`src/rtl/delay_line_ctrl.sv`:
```
// Programmable-latency delay line: taps a one-cycle stage chain at cur_delay and drains before a delay change.
// Optional: define DELAY_LINE_CTRL_ZERO_DELAY_EN to make cfg_delay=0 legal (combinational pass-through).
module delay_line_ctrl #(
    parameter int WIDTH       = 8,
    parameter int MAX_DELAY   = 16,
    parameter int RESET_DELAY = 1,
    parameter int DW          = $clog2(MAX_DELAY + 1)
) (
    input  logic             clk,
    input  logic             rst_n,
    input  logic             in_valid,
    output logic             in_ready,
    input  logic [WIDTH-1:0] in_data,
    output logic             out_valid,
    output logic [WIDTH-1:0] out_data,
    input  logic             cfg_load,
    input  logic [DW-1:0]    cfg_delay,
    output logic             cfg_busy,
    output logic             cfg_done,
    output logic             cfg_err,
    output logic [DW-1:0]    cur_delay
);

    typedef enum logic {RUN, DRAIN} state_t;

    state_t               state;
    logic [MAX_DELAY-1:0] stage_v;
    logic [WIDTH-1:0]     stage_d [MAX_DELAY];
    logic [MAX_DELAY-1:0] live_mask;
    logic [DW-1:0]        in_flight;
    logic [DW-1:0]        pending;
    logic                 accept;
    logic                 cfg_ok;
    logic                 tap_v;
    logic [WIDTH-1:0]     tap_d;

    assign in_ready = (state == RUN);
    assign cfg_busy = (state == DRAIN);
    assign accept   = in_valid & in_ready;

`ifdef DELAY_LINE_CTRL_ZERO_DELAY_EN
    assign cfg_ok = (cfg_delay <= DW'(MAX_DELAY));
`else
    assign cfg_ok = (cfg_delay != '0) && (cfg_delay <= DW'(MAX_DELAY));
`endif

    // Valids are only carried up to the tap, so an already-emitted sample can
    // never reappear at a deeper tap after the delay is increased.
    always_comb begin
        for (int i = 0; i < MAX_DELAY; i++) begin
            live_mask[i] = (DW'(i) < cur_delay);
        end
    end

    // NOTE: every variable assigned in always_comb gets a default first so no latch is inferred.
    always_comb begin
        tap_v = 1'b0;
        tap_d = '0;
        for (int i = 0; i < MAX_DELAY; i++) begin
            if (DW'(i + 1) == cur_delay) begin
                tap_v = stage_v[i];
                tap_d = stage_d[i];
            end
        end
    end

`ifdef DELAY_LINE_CTRL_ZERO_DELAY_EN
    assign out_valid = (cur_delay == '0) ? accept : tap_v;
    assign out_data  = (cur_delay == '0) ? (accept ? in_data : '0) : (tap_v ? tap_d : '0);
`else
    assign out_valid = tap_v;
    assign out_data  = tap_v ? tap_d : '0;
`endif

    // NOTE: sequential state uses non-blocking assignments so every flop samples pre-edge values.
    always_ff @(posedge clk or negedge rst_n) begin
        if (!rst_n) begin
            stage_v <= '0;
        end else begin
            stage_v <= {stage_v[MAX_DELAY-2:0], accept} & live_mask;
        end
    end

    // NOTE: the data chain has no reset; stage_v qualifies it, which keeps this a plain shift memory.
    always_ff @(posedge clk) begin
        stage_d[0] <= in_data;
        for (int i = 1; i < MAX_DELAY; i++) begin
            stage_d[i] <= stage_d[i-1];
        end
    end

    always_ff @(posedge clk or negedge rst_n) begin
        if (!rst_n) begin
            in_flight <= '0;
        end else begin
            case ({accept, out_valid})
                2'b10:   in_flight <= in_flight + DW'(1);
                2'b01:   in_flight <= in_flight - DW'(1);
                default: in_flight <= in_flight;
            endcase
        end
    end

    always_ff @(posedge clk or negedge rst_n) begin
        if (!rst_n) begin
            state     <= RUN;
            cur_delay <= DW'(RESET_DELAY);
            pending   <= DW'(RESET_DELAY);
            cfg_done  <= 1'b0;
            cfg_err   <= 1'b0;
        end else begin
            cfg_done <= 1'b0;
            cfg_err  <= 1'b0;
            case (state)
                RUN: begin
                    if (cfg_load) begin
                        if (cfg_ok) begin
                            state   <= DRAIN;
                            pending <= cfg_delay;
                        end else begin
                            cfg_err <= 1'b1;
                        end
                    end
                end
                DRAIN: begin
                    // Requests arriving while draining are dropped silently.
                    if (in_flight == '0) begin
                        cur_delay <= pending;
                        state     <= RUN;
                        cfg_done  <= 1'b1;
                    end
                end
                default: state <= RUN;
            endcase
        end
    end

endmodule

```
`config.mk`:
```
export PLATFORM = sky130hd
export DESIGN_NAME = delay_line_ctrl
export DESIGN_NICKNAME = d
export VERILOG_FILES = /design/src/rtl/delay_line_ctrl.sv
export SDC_FILE = /design/constraint.sdc
export NUM_CORES = 1
export LEC_CHECK = 0
export BUFFER_PORTS_ARGS = -buffer_cell sky130_fd_sc_hd__clkbuf_2
export CAP_MARGIN = 20
export CORE_MARGIN = 2
export CORE_UTILIZATION = 35
export CTS_CLUSTER_DIAMETER = 80
export CTS_CLUSTER_SIZE = 12
export DETAILED_ROUTE_END_ITERATION = 7
export PLACE_DENSITY = 0.6
export RECOVER_POWER = 25
export SLEW_MARGIN = 20
export SYNTH_ARGS = -nofsm -noshare
export SYNTH_HDL_FRONTEND = slang
export SYNTH_SLANG_ARGS = --single-unit
```
`constraint.sdc`:
```
create_clock -name clk -period 3.7 [get_ports clk]
set_input_delay 1.11 -clock clk [delete_from_list [all_inputs] [get_ports clk]]
set_output_delay 1.11 -clock clk [all_outputs]
set_load 0.005 [all_outputs]
```
Yosys cells after proc, flatten, opt, wreduce, memory -nomap -nowiden:

Memory sizes are Yosys's and may differ from the RTL's.
Index checks and enable logic that the tools add are counted.

* memory bits (writable): 128
* memories kept: 1
* output and inout bits: 18
* register bits after elaboration: 34
* logic and storage cells: 97

Memory list
* stage_d: depth 16, width 8, rd ports 16, clocked after Yosys merged registers in 0, write ports 16, RTL line 28 `logic [WIDTH-1:0] stage_d [MAX_DELAY];`

* add/subtract/negate cells: 2
* equal/unequal tests: 18
* magnitude comparators: 17
* multiplexer cells: 43
* reduce and logical (&&, ||, !) cells: 6
* bitwise operators: 3

Operators with widths (number)
* $mux 8: 17
* $eq 4x5->1 const A: 8
* $lt 4x5->1 const A: 8
* $mux 1: 24
* $eq 3x5->1 const A: 4
* $lt 3x5->1 const A: 4
* $and 16x16->16: 1
* $eq 2x5->1 const A: 2
* $lt 1x5->1 const A: 2
* $lt 2x5->1 const A: 2
* $pmux 5 s2: 1
* $add 5x1->5 const B: 1
* $eq 1x5->1 const A: 1
* $eq 5x5->1 const A: 1
* $le 5x5->1 const B: 1
* $logic_not 5->1: 1
* $reduce_bool 5->1: 1
* $sub 5x1->5 const B: 1
* $reduce_and 3->1: 1
* $eq 2x1->1 const B: 1
* $eq 2x2->1 const B: 1
* $pmux 1 s2: 1
* $reduce_and 2->1: 1
* $reduce_bool 2->1: 1
* other kinds (3): 3

Logic depth before layout (Yosys ltp):

* depth in word-level cells: 19
* gate-level depth with buffers: 18
* depth with buffers taken out: 15

Worst setup path after synthesis:

Ideal clock, no wire load.

* path kind: reg-to-reg
* from: register cur_delay[0]
* to: register in_flight[4]
* library setup time: 0.125 ns
* setup slack: 0.379 ns
* cell stages (with the launch flop): 19
* arrival time: 3.196 ns
* path buffers: 3
* cell sequence: dfstp_2 -> buf_6 -> nor2b_1 -> clkbuf_1 -> a22o_1 -> a22oi_1 -> a41oi_2 -> o22ai_2 -> inv_1 -> ha_1 -> clkbuf_1 -> xor2_1 -> ha_1 -> o21a_1 -> o21ai_0 -> o21bai_1 -> xnor2_1 -> nor2_1 -> xor2_1

* longest elaborated chain between the ends: 19
* elaborated cells on any way between the ends: 36
* those cells by class: eq/ne (18); mux (17); reduce/logical (1)

RTL lines
* start: declaration: RTL line 21 `output logic [DW-1:0] cur_delay`
* start signal: assignment: RTL line 107 `cur_delay <= DW'(RESET_DELAY);`
* start signal: assignment: RTL line 128 `cur_delay <= pending;`
* $eq 1x5->1: RTL line 60 `if (DW'(i + 1) == cur_delay) begin`
* $mux 1 (15 in series): RTL line 60
* $mux 1 (*): RTL line 60
* net out_valid: RTL line 14 `output logic out_valid,`
* $eq 2x1->1 / $eq 2x2->1 (equally long branches): RTL line 96 `case ({accept, out_valid})`
* $pmux 5 s2 / $reduce_bool 2->1 (equally long branches)
* end signal: assignment: RTL line 97 `2'b10: in_flight <= in_flight + DW'(1);`
* end signal: assignment: RTL line 98 `2'b01: in_flight <= in_flight - DW'(1);`
* end signal: assignment: RTL line 99 `default: in_flight <= in_flight;`
* end: declaration: RTL line 30 `logic [DW-1:0] in_flight;`

The timed path passes the listed nets; every way through them passes the cells marked *.
A chain may end at the register's enable or synchronous reset.

Final worst setup path:

* from: register cur_delay[0]
* to: output port out_data[4]

* longest elaborated chain between the ends: 18
* elaborated cells on any way between the ends: 49
* those cells by class: eq/ne (16); mux (33)

RTL lines
* $eq 1x5->1: RTL line 60
* $mux 8 / $mux 1 (equally long branches) (16 in series): RTL line 60
* $mux 8 (*): RTL line 72 `assign out_data = tap_v ? tap_d : '0;`
* end: declaration: RTL line 15 `output logic [WIDTH-1:0] out_data,`

Mark *: on every way between the ends. The rest lies on a longest branch, timed or not.

==> impl_results.md <==
- Pwr dens: 956.5 nW/um^2
- Worst Max-Slew Pin Slew: 0.8430 ns
- Ports: 35
- Post-layout instance area: 7191 um^2
- Clock slew at reported path FFs: 0.07 ns
- Die Span Y: 134.2 um
- Util after Layout: 0.4336
- Top cell by count, worst path: buf_6
- Iteration count of the initial detailed-routing pass: 5
- First-pass GRT wire length: 23,570 um
- Setup Viol. Count Final: 6
- R2r setup slk: 0.22 ns
- PnR worst setup slack: -0.06351 ns
- Max Freq: 265.7 MHz
- Synth Warn #: 0
- Final Slew Violations: 0
- Cell Chain, Critical Path: buf_6 -> and3b_2 -> nor4_2 -> a211o_1 -> a41oi_2 -> o22ai_2 -> buf_6 -> nor3_4 -> clkbuf_2
- Clk buf depth: 2
- Final period utilization: 1.017
- Slew headroom: 0.4380
- Final-report hold violation count: 0
- Worst Path Required: 2.59 ns
- Port Buffers: 34
- Critical path destination: out_data[4]
- DR vias: 4,330
- Sink Count: 162
- Antenna viol nets, final: 0
- CTS H-Tree Depth: 4
- Initial Utilization: 0.3576
- CTS tree: yes
- Initial antenna violation count: 0
- Multi-input gate area in the final layout: 2330 um^2
- Critical path endpoint category: output port
- RSZ-0062 raised after global routing: true
- Max cap viols: 0
- WL final: 14,510 um
- Die W: 134.2 um
- Worst vdd rail ir drop: 442.5 uV
- Placed cell area: 6422 um^2
- Rows: 47
- Slowest CP cell: dfstp_4
- DRT iter0 DRCs: 391
- Fraction of registers with async set/reset: 0.2099
- Post-synth EDFFs: 0
- Filler Cell Count: 1,557
- Diodes inserted: 0
- Critical R2R Capture: in_flight[4]
- Violated checks: setup timing
- Pin count of the biggest net entering global routing: 45
- WP data arrival: 2.65 ns
- Die area: 18,000 um^2
- TritonCTS Buffers: 17
- Synth unique cells: 76
- Synth Register Bits: 162
- Remaining DRCs: 0
- Vias in the first global route: 4,397
- CP Class: reg2out
- Overall routing resource usage: 0.1688
- Root Driver: clkbuf_16
- Status: finished, violations left
- Crit path launch: cur_delay[0]
- Fraction of layout cells with a size suffix above 1: 0.2715
- Worst stage delay on the critical path: 0.68 ns
- Avg Cell Area, Syn: 11.02 um^2
- R2r worst-path depth: 16
- R2R Path Start: cur_delay[1]
- Syn_nets: 559
- Commonest non-fill, non-tap cell in the layout: dfxtp_1
- Synth Cell Area: 5931 um^2
- CP Max Fanout: 6
- Synth Flop Type: dfxtp_1
- Commonest cells after routing, fill and taps aside: dfxtp_1, nand2_1, buf_4, o21ai_0, clkbuf_2
- RD Place Congestion: 0.8814
- Skew-Pair Late Insertion Delay: 0.43 ns
- Seq. cell area: 3427 um^2
- P&R area growth vs syn: 21.24%
- DP HPWL: 10,220 um
- Min Clock Period, post-route: 3.764 ns
- Routed vias/inst: 5.186
- Post-Syn Instances: 538
- Global route overflow: 0
- Leakage power total: 3.003 nW
- Core Region: 16,580 um^2
- Fin nets: 623
- Wire length per cell: 17.37 um
- Share of the yosys chip area belonging to registers: 0.5759
- Worst setup SP type: flip-flop
- Clk_skew: 0.006155 ns
- Hold Crit Class: reg2reg
[state kept, by name (all words and copies together) (netlist names)]
| signal | flops |
|---|---|
| cfg_busy | 1 |
| cfg_done | 1 |
| cfg_err | 1 |
| cur_delay | 5 |
| in_flight | 5 |
| pending | 5 |
| stage_d | 128 |
| stage_v | 16 |
[cell usage after synthesis, types with 8 or more instances]
cell type	number	area (um^2)
nor2b_1	14	87.58
mux2i_1	9	90.09
o22ai_1	11	68.82
dfrtp_1	32	800.8
mux2_2	15	168.9
dfxtp_1	128	2562
nand2_1	43	161.4
a21boi_0	8	60.06
nor3_1	12	60.06
buf_6	12	135.1
inv_1	12	45.04
a21oi_1	21	105.1
o21ai_0	34	170.2
nor2_1	25	93.84
a22oi_1	10	75.07
[worst min path at each step]
| stage | startpoint | endpoint | slack (ns) | cells past startpoint |
|---|---|---|---|---|
| after floorplan | stage_d[0][63] | stage_d[1][7] | 0.32 | 0 |
| after global placement | stage_d[0][61] | stage_d[1][5] | 0.33 | 0 |
| after detailed placement | stage_d[0][59] | stage_d[1][3] | 0.33 | 0 |
| after CTS | stage_d[0][59] | stage_d[1][3] | 0.35 | 0 |
| after global routing | stage_d[0][20] | stage_d[0][28] | 0.35 | 0 |
| final | stage_d[0][44] | stage_d[0][52] | 0.34 | 0 |
[cells by family after synthesis]
family | synth area share
flops | 0.5760
compound gates | 0.1812
simple gates | 0.1272
buf+inv | 0.05169
mux | 0.04367
xor+xnor | 0.01181
fa+ha+maj | 0.008439
[power by group]
group	internal, mW	total, mW	switching, mW
logic	1.30	3.00	1.70
registers	1.96	2.17	0.210
clock network	0.947	1.70	0.756
[layout make-up]
cell class,instances,share of cell area
sequential,162,0.4766
clock buffer,18,0.05968
clock inverter,14,0.02053
tap,220,0.03828
inverter,13,0.006786
timing repair buffer,77,0.07413
multi-input combinational,331,0.3240
[critical path, delay by kind of cell (launching register included)]
family	cells	cell delay, ns
AO/OA/AOI/OAI	3	0.64
buffers and inverters	3	0.44
flip-flops	1	0.68
AND/OR/NAND/NOR	3	0.45
[metrics by stage]
stage	hold WS, ns	power [mW]	cells	worst slack [ns]	setup TNS, ns
2_1_floorplan	0.3230	4.033	538	0.3785	0
3_3_place_gp	0.3270	4.843	797	0.2094	0
3_5_place_dp	0.3306	4.902	797	0.2002	0
4_1_cts	0.3484	6.795	831	-0.04613	-0.1934
5_1_grt	0.3492	7.269	835	-0.1399	-0.7706
6_report	0.3445	6.878	835	-0.06351	-0.2012
[repair_timing]
action	CTS	global route
hold buffers	0	0
pin swaps	7	6
endpoints found under the setup margin	8	8
buffers inserted	2	4
resized for setup	31	14
[per-layer routing]
metal  GRT usage  up-vias  share of wire
met5           0        -              0
met4     0.07836        0          0.027
met3     0.04082       27          0.042
met2      0.2673      108           0.47
met1      0.2182     2105           0.46
li1            -     2090              -
Note: power is estimated with default switching activity, not from simulation.
